===== src/rtl/keypad_scanner_if.sv =====
// Keypad scanner bus: column drive and row sense toward the matrix, plus the
// accepted-key outputs toward the entry logic.
interface keypad_scanner_if;
  logic [3:0] row;
  logic [3:0] col;
  logic [3:0] key;
  logic       key_valid;
  logic       key_held;

  modport master (input row, output col, key, key_valid, key_held);
  modport slave  (output row, input col, key, key_valid, key_held);
endinterface


===== src/rtl/keypad_scanner.sv =====
// 4x4 matrix keypad scanner: one-hot column drive, synchronized row sampling,
// per-frame classification and frame-level press/release debounce.
module keypad_scanner #(
  parameter int SCAN_DIV       = 50000,
  parameter int DEBOUNCE_SCANS = 4
) (
  input  logic              i_clk,
  input  logic              i_rst,
  keypad_scanner_if.master  kp
);

  localparam int PW = (SCAN_DIV > 1) ? $clog2(SCAN_DIV) : 1;
  localparam int CW = $clog2(DEBOUNCE_SCANS + 1);

  typedef enum logic [1:0] {IDLE, PRESS_DEB, HELD, RELEASE_DEB} state_t;

  logic [3:0]    row_meta, row_sync;
  logic [PW-1:0] presc;
  logic [1:0]    col;
  logic          tick, frame_end;

  logic [1:0]    press_cnt;
  logic [3:0]    first_code;

  logic [2:0]    hits, tot;
  logic [1:0]    low_row;
  logic [3:0]    col_code, frame_code;
  logic          res_none, res_one;

  state_t        state, state_n;
  logic [CW-1:0] cnt, cnt_n, cnt_inc;
  logic [3:0]    cand, cand_n, key, key_n;
  logic          key_valid, valid_n;

  always_ff @(posedge i_clk or posedge i_rst) begin
    if (i_rst) begin
      row_meta <= '0;
      row_sync <= '0;
    end else begin
      row_meta <= kp.row;
      row_sync <= row_meta;
    end
  end

  assign tick      = (presc == PW'(SCAN_DIV - 1));
  assign frame_end = tick && (col == 2'd3);

  always_ff @(posedge i_clk or posedge i_rst) begin
    if (i_rst) begin
      presc <= '0;
      col   <= '0;
    end else if (tick) begin
      presc <= '0;
      col   <= col + 2'd1;
    end else begin
      presc <= presc + 1'b1;
    end
  end

  // Classify the current column's sample merged with what the frame has seen so far.
  always_comb begin
    low_row = '0;
    for (int r = 3; r >= 0; r--)
      if (row_sync[r]) low_row = 2'(r);
    hits       = 3'(row_sync[0]) + 3'(row_sync[1]) + 3'(row_sync[2]) + 3'(row_sync[3]);
    tot        = 3'(press_cnt) + hits;
    col_code   = {low_row, col};
    frame_code = (press_cnt != 2'd0) ? first_code : col_code;
    res_none   = (tot == 3'd0);
    res_one    = (tot == 3'd1);
  end

  always_ff @(posedge i_clk or posedge i_rst) begin
    if (i_rst) begin
      press_cnt  <= '0;
      first_code <= '0;
    end else if (tick) begin
      if (col == 2'd3) begin
        press_cnt  <= '0;
        first_code <= '0;
      end else begin
        press_cnt <= (tot >= 3'd2) ? 2'd2 : tot[1:0];
        if (press_cnt == 2'd0 && hits != 3'd0) first_code <= col_code;
      end
    end
  end

  always_ff @(posedge i_clk or posedge i_rst) begin
    if (i_rst) begin
      state     <= IDLE;
      cnt       <= '0;
      cand      <= '0;
      key       <= '0;
      key_valid <= 1'b0;
    end else begin
      state     <= state_n;
      cnt       <= cnt_n;
      cand      <= cand_n;
      key       <= key_n;
      key_valid <= valid_n;
    end
  end

  assign cnt_inc = cnt + 1'b1;

  always_comb begin
    state_n = state;
    cnt_n   = cnt;
    cand_n  = cand;
    key_n   = key;
    valid_n = 1'b0;
    if (frame_end) begin
      unique case (state)
        IDLE: if (res_one) begin
          state_n = PRESS_DEB;
          cand_n  = frame_code;
          cnt_n   = CW'(1);
        end
        PRESS_DEB: begin
          if (res_one && frame_code == cand) begin
            if (cnt_inc == CW'(DEBOUNCE_SCANS)) begin
              state_n = HELD;
              cnt_n   = '0;
              key_n   = cand;
              valid_n = 1'b1;
            end else begin
              cnt_n = cnt_inc;
            end
          end else begin
            state_n = IDLE;
            cnt_n   = '0;
          end
        end
        // Rollover to a different key while held is deliberately ignored.
        HELD: begin
          if (res_none) begin
            state_n = RELEASE_DEB;
            cnt_n   = CW'(1);
          end else begin
            cnt_n = '0;
          end
        end
        RELEASE_DEB: begin
          if (res_none) begin
            if (cnt_inc == CW'(DEBOUNCE_SCANS)) begin
              state_n = IDLE;
              cnt_n   = '0;
            end else begin
              cnt_n = cnt_inc;
            end
          end else begin
            state_n = HELD;
            cnt_n   = '0;
          end
        end
        default: begin
          state_n = IDLE;
          cnt_n   = '0;
        end
      endcase
    end
  end

  assign kp.col       = 4'b0001 << col;
  assign kp.key       = key;
  assign kp.key_valid = key_valid;
  assign kp.key_held  = (state == HELD) || (state == RELEASE_DEB);

endmodule


===== src/flat_wrapper.sv =====
// flat-port wrapper written by rule: the top's interface ports become plain ports
module keypad_scanner_flat 
#(
  parameter int SCAN_DIV       = 50000,
  parameter int DEBOUNCE_SCANS = 4
)
  (i_clk, i_rst, kp_row, kp_col, kp_key, kp_key_valid, kp_key_held);
  keypad_scanner_if kp_i ();
  input  logic i_clk;
  input  logic i_rst;
  input wire logic [$bits(kp_i.row)-1:0] kp_row;
  output wire logic [$bits(kp_i.col)-1:0] kp_col;
  output wire logic [$bits(kp_i.key)-1:0] kp_key;
  output wire logic [$bits(kp_i.key_valid)-1:0] kp_key_valid;
  output wire logic [$bits(kp_i.key_held)-1:0] kp_key_held;
  assign kp_i.row = kp_row;
  assign kp_col = kp_i.col;
  assign kp_key = kp_i.key;
  assign kp_key_valid = kp_i.key_valid;
  assign kp_key_held = kp_i.key_held;
  keypad_scanner #(.SCAN_DIV(SCAN_DIV), .DEBOUNCE_SCANS(DEBOUNCE_SCANS)) u_core (.i_clk(i_clk), .i_rst(i_rst), .kp(kp_i));
endmodule

===== config.mk =====
export PLATFORM = sky130hd
export DESIGN_NAME = keypad_scanner_flat
export DESIGN_NICKNAME = d
export VERILOG_FILES = /design/src/rtl/keypad_scanner_if.sv /design/src/rtl/keypad_scanner.sv /design/src/flat_wrapper.sv
export SDC_FILE = /design/constraint.sdc
export NUM_CORES = 1
export LEC_CHECK = 0
export ABC_AREA = 1
export ABC_CLOCK_PERIOD_IN_PS = 3600
export CAP_MARGIN = 15
export CELL_PAD_IN_SITES_DETAIL_PLACEMENT = 0
export CELL_PAD_IN_SITES_GLOBAL_PLACEMENT = 1
export CORE_ASPECT_RATIO = 1.75
export CORE_MARGIN = 2
export CORE_UTILIZATION = 30
export DETAILED_ROUTE_END_ITERATION = 10
export PLACE_DENSITY = 0.64
export SYNTH_ARGS = -nofsm -noshare
export SYNTH_HDL_FRONTEND = slang
export SYNTH_SLANG_ARGS = --single-unit

===== constraint.sdc =====
create_clock -name i_clk -period 3.6 [get_ports i_clk]
set_clock_uncertainty 0.05 [all_clocks]
set_input_delay 0.9 -clock i_clk [delete_from_list [all_inputs] [get_ports i_clk]]
set_output_delay 0.9 -clock i_clk [all_outputs]
set_load 0.02 [all_outputs]

## Yosys cells after proc, flatten, opt, wreduce, memory -nomap -nowiden

Cells that the tools add are included.

- Flip-flop bits (word level): 46
- Latch bits: 0
- RAM bits: 0
- ROM bits: 0
- Input port bits: 6
- Output and inout port bits: 10
- Word-level logic and storage cells: 74
- Memories: 0

- Add/sub/neg operators: 7
- Multipliers: 0
- Divide/modulo/power cells: 0
- Order comparisons: 1
- Equality and inequality tests: 12
- Shift-type cells: 1
- Muxes and demuxes: 27
- Bitwise gates (word level): 0
- Reductions and logical operators: 15

Operator list:

| kind | count |
|---|---|
| 2-bit 2-to-1 mux | 12 |
| 16-bit by 1-bit adder with 16-bit output, second input constant | 1 |
| 16-bit equality test, second input constant | 1 |
| 16-bit 2-to-1 mux | 1 |
| 3-bit 2-to-1 mux | 4 |
| 4-bit 2-to-1 mux | 3 |
| 3-bit case mux with 4 select lines | 1 |
| 2-bit case mux with 4 select lines | 1 |
| 3-bit by 1-bit adder with 3-bit output | 2 |
| 2-bit equality test, second input constant | 3 |
| 3-bit != test, second input constant | 2 |
| 1-bit 2-to-1 mux | 5 |
| 5-bit AND reduction | 1 |
| 4-bit equality test | 1 |
| 2-bit logical NOT | 2 |
| 2-bit by 1-bit != test with 1-bit output, second input constant | 2 |
| 2-bit AND reduction | 2 |
| 4-bit AND reduction | 1 |
| 2-bit nonzero test | 2 |
| 1-bit by 2-bit left shift with 4-bit output, first input constant | 1 |
| 2-bit by 3-bit adder with 3-bit output | 1 |
| 3-bit by 1-bit adder with 3-bit output, second input constant | 1 |
| 3-bit by 1-bit equality test with 1-bit output, second input constant | 1 |
| 3-bit equality test, second input constant | 1 |
| 9 further kinds | 11 |

## Logic depth before layout (Yosys ltp)

- Depth in word-level cells: 10
- Depth in mapped cells: 19
- Mapped depth without buffers: 19

## Worst setup path after synthesis

Ideal clock, no wire load.

- Kind: reg-to-reg
- Start point: reg u_core.row_sync[0]
- End point: reg u_core.state[1]
- Setup time: 113 ps
- Data arrival time: 2832 ps
- Required time: 3437 ps
- Setup slack: 605 ps
- Stages on the path, launching flop included: 18
- Buffers on the path: 0
- Clock period less this slack: 2995 ps
- Cell sequence: dfrtp_1 ha_1 inv_1 fa_1 inv_1 ha_1 fa_1 or2_0 nor2_4 nand2_1 nor2_1 nand3_1 nor2_1 nand2_1 nand2_1 nand2_1 nand2_1 inv_1

- Longest elaborated chain between the ends: 8
- Elaborated cells on any way between the ends: 18
- Those cells by class: add/sub (4); eq/ne (6); mux (5); reduce/logical (3)

RTL lines:

| item | line | source |
|---|---|---|
| start: declaration | keypad_scanner.sv:17 | `logic [3:0] row_meta, row_sync;` |
| start signal: assignment | keypad_scanner.sv:41 | `row_sync <= row_meta;` |
| 1-bit by 1-bit adder with 2-bit output | keypad_scanner.sv:65 | `hits = 3'(row_sync[0]) + 3'(row_sync[1]) + 3'(row_sync[2]) + 3'(row_sync[3]);` |
| 3-bit by 1-bit adder with 3-bit output (2 in series) | keypad_scanner.sv:65 |  |
| 2-bit by 3-bit adder with 3-bit output | keypad_scanner.sv:66 | `tot = 3'(press_cnt) + hits;` |
| 3-bit by 1-bit equality test with 1-bit output | keypad_scanner.sv:70 | `res_one = (tot == 3'd1);` |
| 1-bit logical AND | keypad_scanner.sv:120 | `if (res_one && frame_code == cand) begin` |
| 3-bit != test (no source line) / 2-bit 2-to-1 mux (equally long branches) | - |  |
| 5-bit AND reduction (no source line) / 2-bit case mux with 4 select lines (equally long branches) | - |  |
| end signal: assignment | keypad_scanner.sv:96 | `state <= state_n;` |
| end: declaration | keypad_scanner.sv:30 | `state_t state, state_n;` |

Parallel ways exist; a longest one is shown, timed or not.
A chain may end at the register's enable or synchronous reset.

## Final worst setup path

Ends and elaborated chain as after synthesis.

==> results.json <==
{
  "status": "finished, final reports clean",
  "drt_wl_total_mm": 5.48,
  "cts.sinks": 46,
  "grt_pass1_wl_mm": 9.62,
  "cp.required_ns": 3.74,
  "routabilityCongestion": 0.772,
  "drt_iter0_drc": 74,
  "setup_tns_ns": 0,
  "async_flop_share_pct": 100,
  "hold_path_class": "reg -> reg",
  "grt_pass1_vias": 2067,
  "hpwl_mm": 4.31,
  "avgRoutedWirePerCell_microns": 12.0,
  "busiest_layer": "met2",
  "register_area_sq_um": 1150,
  "p_int_uw": 869,
  "yosysSeqAreaShare_pct": 44.2,
  "yosysUniqueCellTypes": 42,
  "cp-start-kind": "register",
  "fin_crit_sh_pct": 89.4,
  "worst_slew_pin_slew_ns": 0.972,
  "clk_pin_slew_ns": 0.06,
  "power_frac_seq_pct": 47.4,
  "timing.rr.end": "u_core.state[1]$_DFFE_PP0P_",
  "fin_nets": 356,
  "synth_edf_count": 0,
  "dpl-instance-area_sq_um": 2900,
  "sw_frac_of_total_pct": 21.3,
  "min_from": "u_core.row_meta[2]$_DFF_PP0_",
  "via_per_inst": 4.35,
  "drc": 0,
  "holdPathEnd": "u_core.row_sync[2]$_DFF_PP0_",
  "setup_viol_count_final": 0,
  "fmax_mhz": 311,
  "crit_type": "reg -> reg",
  "grt_overflow": 0,
  "cts_setup_buffers": 0,
  "io_pins": 16,
  "root_buffer": "clkbuf_16",
  "antenna_found_initial": 0,
  "antenna_cells": 0,
  "worstSetupEndpointType": "register",
  "cts_tree": "built",
  "met1_usage_pct": 12.8,
  "area.growth.synth_to_final_pct": 17.6,
  "p_sw_uw": 235,
  "reg2reg_slack_ns": 0.38,
  "drv_slew": 0,
  "maxCapViolations": 0,
  "p_leak_uw": 0.00150,
  "use_met3_pct": 1.97,
  "synth_area_sq_um": 2610,
  "crit_path_max_fanout": 5,
  "combPwrFrac_pct": 5.3,
  "cts_inserted_buffers": 5,
  "ant_nets": 0,
  "arrival_ns": 3.36,
  "grtUsageTotal_pct": 13.5,
  "coreArea_sq_um": 8560,
  "slew_headroom_pct": 35.1,
  "grtUsageMet2_pct": 26.2,
  "die_area_sq_um": 9480,
  "p_per_area_nw_per_um2": 360,
  "whs_path_depth": 0,
  "multi_input_area_sq_um": 1230,
  "clock_latency_ns": 0.29,
  "layout_commonest_cell": "nand2_1",
  "period_needed_ns": 3.22,
  "hold_viol": 0,
  "initial_core_util_pct": 30.5,
  "cts_hold_buf": 0,
  "clockBufferDepth": 2,
  "clkPwrFrac_pct": 47.2,
  "r2r_start": "u_core.row_sync[0]$_DFF_PP0_",
  "final_cell_mix": "81 x nand2_1, 55 x inv_1, 46 x dfrtp_1",
  "ctsResizeCount": 0,
  "netlist_instances": 317,
  "firstDrtPassIters": 6,
  "fillers": 903,
  "avgSynthCellArea_sq_um": 8.22,
  "final_layout_size_suffix_gt1_share_pct": 10.9,
  "die_x_microns": 74.5,
  "synth_ff_type": "dfrtp_1",
  "cts_max_level": 2,
  "vias": 1982,
  "grt_max_degree": 47,
  "yosysWarnings": 0,
  "syn-num-nets": 335,
  "ir_drop_mv": 0.187,
  "yosys_register_bits": 46,
  "num_rows": 45,
  "die_y_microns": 127,
  "rsz0062_at_grt": "no",
  "finalInstanceArea_sq_um": 3070,
  "worstRegToRegCells": 17,
  "portBuffers": 15
}
==> kinds of logic (layout without fill, tap and decap cells) <==
group	Yosys count	in the layout	share of synthesized area, %
buffers and inverters	60	82	8.69
flip-flops	46	46	44.2
adder cells (fa/ha/maj)	12	12	6.34
XOR/XNOR	6	6	2.02
AO/OA/AOI/OAI	31	31	7.20
AND/OR/NAND/NOR	162	162	31.6
==> layout make-up <==
cell class,count,area share (%)
inverter,59,7.27
multi-input combinational,211,40.1
clock inverter,2,1.22
timing repair buffer,15,4.90
tap,117,4.78
sequential,46,37.6
clock buffer,6,4.20
==> sequential cells by signal, indices dropped and copies added, names as in the netlist, 3 cells and up <==
| name | flops |
|---|---|
| u_core.row_meta | 4 |
| u_core.cnt | 3 |
| u_core.cand | 4 |
| u_core.first_code | 4 |
| u_core.row_sync | 4 |
| u_core.presc | 16 |
| u_core.kp.key | 4 |
==> per-layer routing <==
metal,wire length (microns),vias up
li1,-,1023
met1,2010,928
met2,3230,24
met3,96,7
met4,144,0
met5,0,-
==> critical path, stage by stage, from the launching register on <==
cell and delay (ns):
dfrtp_1 0.40, ha_1 0.29, inv_1 0.05, fa_1 0.49, inv_1 0.05, ha_1 0.22
fa_1 0.48, or2_0 0.28, nor2_4 0.16, nand2_1 0.07, nor2_1 0.11, nand3_1 0.07
nor2_1 0.14, nand2_1 0.09, nand2_1 0.07, nand2_1 0.04, nand2_1 0.05, inv_1 0.03
==> power groups by stage <==
stage	clock network, uW	logic [uW]	registers, uW
after global placement	0	60.5	533
after global routing	567	70.3	524
after detailed placement	0	61.2	534
final	522	59.0	524
after floorplan	0	43.9	533
after CTS	542	61.3	524
==> worst max-delay path by stage <==
stage / from / to / slack (ns) / cells past startpoint
floorplan: u_core.row_sync[0]$_DFF_PP0_ / u_core.state[1]$_DFFE_PP0P_ / 0.61 / 17
global placement: u_core.row_sync[0]$_DFF_PP0_ / u_core.kp.key[1]$_DFFE_PP0P_ / 0.46 / 15
detailed placement: u_core.row_sync[0]$_DFF_PP0_ / u_core.kp.key[2]$_DFFE_PP0P_ / 0.38 / 15
CTS: u_core.row_sync[0]$_DFF_PP0_ / u_core.kp.key[2]$_DFFE_PP0P_ / 0.36 / 15
global route: u_core.row_sync[0]$_DFF_PP0_ / u_core.state[1]$_DFFE_PP0P_ / 0.13 / 17
finish: u_core.row_sync[0]$_DFF_PP0_ / u_core.state[1]$_DFFE_PP0P_ / 0.38 / 17
==> Yosys cell counts (2+ instances only) <==
cell type,instances,area (sq um)
a21oi_1,3,15.0
a31oi_1,2,12.5
dfrtp_1,46,1150
fa_1,2,40.0
ha_1,10,125
inv_1,56,210
nand2_1,81,304
nand2_2,3,18.8
nand2_4,2,22.5
nand3_1,17,85.1
nand3_4,2,35.0
nand4_1,2,12.5
nand4_2,2,25.0
nor2_1,28,105
nor2_2,3,18.8
nor2_4,7,78.8
nor3_1,5,25.0
o21ai_0,11,55.1
o21ai_1,5,25.0
o22ai_1,3,18.8
or2_1,2,12.5
xor2_1,5,43.8
==> stage by stage <==
stage	hold slack (ns)	utilization (%)	std cells	total power [uW]	worst slack, ns
finish	0.297	35.8	456	1100	0.381
global route	0.309	35.8	456	1160	0.127
CTS	0.301	35.8	456	1130	0.363
detailed placement	0.286	33.9	448	595	0.376
global placement	0.294	33.9	448	594	0.464
floorplan	0.281	-	317	577	0.605
(Power assumes the default switching activity.)
